<file path="src/rtl/reg_file_controller.sv">
// Instruction sequencer for a 4x10-bit register file datapath.
// Steps T0 -> T1 (-> T2) and drives the register-file, bus and ALU controls combinationally.
module reg_file_controller (
  input  logic       CLKb,
  input  logic       RST,
  input  logic       Exec,
  input  logic [9:0] INSTR,
  output logic       IRin,
  output logic       EXTRN,
  output logic       ENW,
  output logic [1:0] WRA,
  output logic       ENR0,
  output logic [1:0] RDA0,
  output logic       ENR1,
  output logic [1:0] RDA1,
  output logic       Gin,
  output logic       Gout,
  output logic [3:0] ALUcont,
  output logic       Busy,
  output logic       Done
);

  typedef enum logic [1:0] {
    T0 = 2'd0,
    T1 = 2'd1,
    T2 = 2'd2
  } state_e;

  state_e state_q, state_d;

  logic [1:0] rx, ry;
  logic [3:0] opcode;
  logic       is_alu_op;

  assign rx        = INSTR[9:8];
  assign ry        = INSTR[7:6];
  assign opcode    = INSTR[3:0];
  assign is_alu_op = (opcode[3] == 1'b0) && (opcode[2:1] != 2'b00);

  // NOTE: state flops use non-blocking assignments so every flop samples pre-edge values.
  always_ff @(posedge CLKb) begin
    if (RST) state_q <= T0;
    else     state_q <= state_d;
  end

  always_comb begin
    // NOTE: every output gets a default first, so no path through the case can infer a latch.
    state_d = T0;
    IRin    = 1'b0;
    EXTRN   = 1'b0;
    ENW     = 1'b0;
    WRA     = 2'b00;
    ENR0    = 1'b0;
    RDA0    = 2'b00;
    ENR1    = 1'b0;
    RDA1    = 2'b00;
    Gin     = 1'b0;
    Gout    = 1'b0;
    ALUcont = 4'b0000;
    Busy    = 1'b0;
    Done    = 1'b0;

    case (state_q)
      T0: begin
        IRin    = Exec;
        state_d = Exec ? T1 : T0;
      end
      T1: begin
        Busy = 1'b1;
        if (opcode == 4'b0000) begin
          EXTRN = 1'b1;
          ENW   = 1'b1;
          WRA   = rx;
          Done  = 1'b1;
        end else if (opcode == 4'b0001) begin
          ENR0 = 1'b1;
          RDA0 = ry;
          ENW  = 1'b1;
          WRA  = rx;
          Done = 1'b1;
        end else if (is_alu_op) begin
          ENR0    = 1'b1;
          RDA0    = rx;
          ENR1    = 1'b1;
          RDA1    = ry;
          ALUcont = opcode;
          Gin     = 1'b1;
          state_d = T2;
        end else begin
          Done = 1'b1;
        end
      end
      T2: begin
        Busy = 1'b1;
        Gout = 1'b1;
        ENW  = 1'b1;
        WRA  = rx;
        Done = 1'b1;
      end
      default: state_d = T0;
    endcase

    // Reset silences every control line, so a pending T2 write is dropped.
    if (RST) begin
      IRin    = 1'b0;
      EXTRN   = 1'b0;
      ENW     = 1'b0;
      WRA     = 2'b00;
      ENR0    = 1'b0;
      RDA0    = 2'b00;
      ENR1    = 1'b0;
      RDA1    = 2'b00;
      Gin     = 1'b0;
      Gout    = 1'b0;
      ALUcont = 4'b0000;
      Busy    = 1'b0;
      Done    = 1'b0;
    end
  end

endmodule

</file>
<file path="config.mk">
export PLATFORM = sky130hd
export DESIGN_NAME = reg_file_controller
export DESIGN_NICKNAME = d
export VERILOG_FILES = /design/src/rtl/reg_file_controller.sv
export SDC_FILE = /design/constraint.sdc
export NUM_CORES = 1
export LEC_CHECK = 0
export CAP_MARGIN = 40
export CORE_AREA = 3 3 40 42
export DETAILED_ROUTE_END_ITERATION = 16
export DIE_AREA = 0 0 43 45
export PLACE_DENSITY = 0.72
export SETUP_SLACK_MARGIN = 0.3
export SLEW_MARGIN = 10
export SYNTH_ARGS = -nofsm -noshare
export SYNTH_HDL_FRONTEND = slang
export SYNTH_SLANG_ARGS = --single-unit
</file>
<file path="constraint.sdc">
create_clock -name CLKb -period 1.9 [get_ports CLKb]
set_input_delay 0.38 -clock CLKb [delete_from_list [all_inputs] [get_ports CLKb]]
set_output_delay 0.38 -clock CLKb [all_outputs]
set_load 0.02 [all_outputs]
</file>
-- Yosys cells after proc, flatten, opt, wreduce, memory -nomap -nowiden
Index checks and enable logic that the tools add are counted.
- output and inout bits: 19
- bits in registers: 2
- logic and storage cells: 61
- input port bits: 13
- bitwise logic cells: 1
- eq/ne operators: 3
- reductions and logical operators: 5
- muxes and demuxes: 51
- operator list (cell ; number):
    $mux W2 ; 16
    $mux W1 ; 26
    $mux W4 ; 5
    $pmux W2 S2 ; 2
    $eq A4 B1 Y1 const B ; 1
    $logic_not A4 Y1 ; 1
    $pmux W1 S2 ; 2
    $eq A2 B1 Y1 const B ; 1
    $eq A2 B2 Y1 const B ; 1
    $logic_not A2 Y1 ; 1
    $reduce_bool A2 Y1 ; 1
    $reduce_or A2 Y1 ; 1
    $logic_and A1 B1 Y1 ; 1
    $not A1 Y1 ; 1

-- Longest topological paths before layout
Gate-level depths: netlist (run 1).
- depth in word-level cells: 7
- depth in mapped cells: 5

-- Least setup slack after synthesis (run 1)
Ideal clock, no wire load.
- path type: flip-flop to output port
- start: reg state_q[1]
- end: out WRA[0]
- data required time: 1.520 ns
- arrival time: 1.588 ns
- slack: -0.068 ns
- stages on the path, launching flop included: 5
- path buffers: 0
- cells stage by stage: dfxtp_1 inv_1 ha_1 or4b_4 a211oi_1
- longest elaborated chain between the ends: 3
- elaborated cells on any way between the ends: 4
- RTL lines (what ; line ; RTL):
    start, declared ; 29 ; state_e state_q, state_d;
    start signal, assigned ; 43 ; else state_q <= state_d;
    $eq A2 B2 Y1 / $eq A2 B1 Y1 (equally long branches) ; 63 ; case (state_q)
    $pmux W2 S2 (*) ; 63 ;
    $mux W2 (*) ; 104 ; if (RST) begin
    end, declared ; 11 ; output logic [1:0] WRA,
Every way passes the cells marked *; elsewhere a longest branch is shown, timed or not.

-- Worst setup path in the final report (run 1)
Same ends and word-level chain as after synthesis.

==> flow_metrics.tcl, run 1 <==
set metrics [dict create \
    outcome "finished, violations left" \
    violations "negative setup slack" \
    start_util 0.247 \
    required_ns 1.52 \
    fin_total_pwr_mw 0.270 \
    p_int_mw 0.185 \
    fp.dieH_um 45 \
    coreArea_mm2 0.00128 \
    vias_per_cell 4.69 \
    hpwl_um 897 \
    drc 0 \
    crit_cells 5 \
    seq_area_frac_synth 0.126 \
    grt_util_all_layers 0.150 \
    top_register "state_q" \
    finalHoldViolations 0 \
    fp.dieW_um 43 \
    power_frac_comb 0.489 \
    rows 13 \
    fmax_ghz 0.500 \
    grt_max_degree 8 \
    num_io_pins 32 \
    crit_chain "inv_2 > ha_4 > or4b_4 > a211oi_4 > buf_6" \
    io_buffers 28 \
    dieArea_mm2 0.00194 \
    holdPathStages 3 \
    num_antenna_cells 0 \
    synth_area_um2 318 \
    worst_clock_skew_ns 0.00182 \
    finalMaxSlewViolations 0 \
    clock_power_share 0.340 \
    antenna_found_initial 0 \
    cp-end-kind "primary output" \
    grt_pass1_wl_mm 2.21 \
    h-tree-depth 1 \
    synthCells 45 \
    slowest_stage "or4b_4" \
    critPathArrivalTime_ns 1.62 \
    avgSynthCellArea_um2 7.06 \
    synthTopCellsByArea "dfxtp_1 13%, ha_1 12%, or4bb_2 7.9%" \
    worstPathMaxFanout 3 \
    crit_type "reg -> out" \
    cts_max_path_buffers 2 \
    setup_slack_ns -0.0997 \
    clk_latency_ns 0.22 \
    timing.critical_path.buf_inv 2 \
    synth_top_area_share 0.126 \
    cts_hold_buffers 0 \
    synthArstFlopShare 0 \
    overflow 0 \
    synth_most_common_cell "inv_1" \
    drt_iter0_markers 1 \
    cpLargestDelayFamily "simple AND/OR/NAND/NOR gates" \
    ir_drop_uv 293 \
    p_switching_mw 0.0848 \
    setup_viol 3 \
    period_minus_slack_ns 2.00 \
    route.final.wire_length_mm 1.31 \
    finalSetupTns_ns -0.199 \
    syn2layout_area_growth_pct 193 \
    cp-start-kind "flop" \
    fill_cells 102 \
    timing.final.crit_share 1.05 \
    rsz0062_at_grt "yes" \
    yosys_warnings 0 \
    p_leak_nw 0.414 \
    globalplace.congestion 0.684 \
    dr.pass1.iters 2 \
    postRouteAntennaNets 0 \
    largest_register_ffs 2 \
    nets 108 \
    synth_commonest_cells "6 x inv_1, 5 x nor2_1" \
    cts_buffers 3 \
    switching_share 0.314 \
    synth.distinct_cells 22 \
    powerDensity_mw_per_mm2 290 \
    worst_r2r_path_depth 6 \
    synth_nets 61 \
    cts_tree "yes" \
    ctsRootBufferMaster "clkbuf_4" \
    synth_edf_count 0 \
    clk_pin_slew_ns 0.03 \
    seq_power_share 0.170 \
    numClockSinks 2 \
    yosysTopAreaCell "dfxtp_1" \
    avgRoutedWirePerCell_um 12.5 \
    slowest_delay_ns 0.51 \
    maxCapViolCount 0 \
    min_path_type "in -> reg" \
    num_vias 492 \
    largestRegisters "state_q: 2 flops" \
    ys_seq_elements 2 \
    drive_gt1_frac 0.789 \
    grt_pass1_vias 536 \
    synthFlopType "dfxtp_1" \
]
## logic make-up (layout without fill, tap and decap cells)
kind of cell,Yosys count,after routing,share of synthesized area
buffers and inverters,9,54,0.130
and+or+nand+nor,21,21,0.441
other,1,1,0.0118
DFF,2,2,0.126
adders and majority gates,3,3,0.118
AOI/OAI and AO/OA,9,9,0.173
## cell type report
type                       instances  area [µm²]  area share
timing repair buffer              45         429       0.461
multi-input combinational         34         395       0.425
sequential                         2        42.5      0.0457
clock buffer                       3        22.5      0.0242
inverter                           6        22.5      0.0242
tap                               15        18.8      0.0202
## tightest hold or removal path, cell delays in order
cell    delay (ns)
buf_2         0.12
buf_4         0.12
nor2_1        0.05
## final timing paths
kind,startpoint,to,slack (ns)
worst max-delay path,state_q[1],WRA[0],-0.1
worst min-delay path,RST,state_q[0],0.49
worst max register to register,state_q[1],state_q[1],0.73
worst min register to register,state_q[0],state_q[0],0.82
## cell usage in the layout, fill, tap and decap left out, types with 2 or more instances in the layout
master / Yosys / layout
clkdlybuf4s50_1: 0 / 3
o21ai_0: 2 / 2
or4bb_4: 0 / 2
and3_4: 0 / 3
inv_2: 0 / 3
ha_4: 0 / 2
and2_4: 0 / 2
a21oi_4: 0 / 2
dfxtp_2: 0 / 2
buf_6: 0 / 23
nor2_1: 5 / 4
clkbuf_4: 0 / 3
a211oi_4: 0 / 3
buf_2: 0 / 3
inv_1: 6 / 3
dlygate4sd2_1: 0 / 2
buf_4: 2 / 13
## power by group through the flow
stage	clock, mW	sequential [mW]	combinational, mW
floorplan	0	0.0464	0.0489
global placement	0	0.0465	0.107
detailed placement	0	0.0465	0.108
CTS	0.0975	0.0460	0.124
global route	0.101	0.0462	0.143
finish	0.0918	0.0460	0.132
## per-stage QoR
stage	instance area, µm²	util	instances	setup WS [ns]	hold WS, ns
2_1_floorplan	423	-	45	0.203	0.445
3_3_place_gp	786	0.611	96	-0.723	0.773
3_5_place_dp	786	0.611	96	-0.734	0.788
4_1_cts	901	0.701	104	-0.143	0.467
5_1_grt	931	0.724	105	-0.155	0.507
6_report	931	0.724	105	-0.0997	0.490
## routing by layer
metal,GRT usage,vias to the layer above,wire length [µm]
li1,-,240,-
met1,0.161,233,520
met2,0.284,19,688
met3,0.0478,0,100
met4,0.0361,0,0
met5,0,-,0
## what timing repair did
action,4_1_cts,5_1_grt
cloned,0,0
hold endpoints to repair,0,0
setup endpoints to repair,18,17
pin swaps,11,1
resized for setup,140,7
buffers inserted,5,1
No activity file was read; power rests on OpenSTA's default activity.
==> inputs of run 2 (changes only) <==
--- a/config.mk
+++ b/config.mk
@@ -10,6 +10,7 @@
 export DETAILED_ROUTE_END_ITERATION = 16
 export DIE_AREA = 0 0 43 45
 export PLACE_DENSITY = 0.72
+export RECOVER_POWER = 100
 export SETUP_SLACK_MARGIN = 0.3
 export SLEW_MARGIN = 10
 export SYNTH_ARGS = -nofsm -noshare
==> results of run 2 <==
Same layout as run 1: the final DEF is identical, and so are final timing and power.
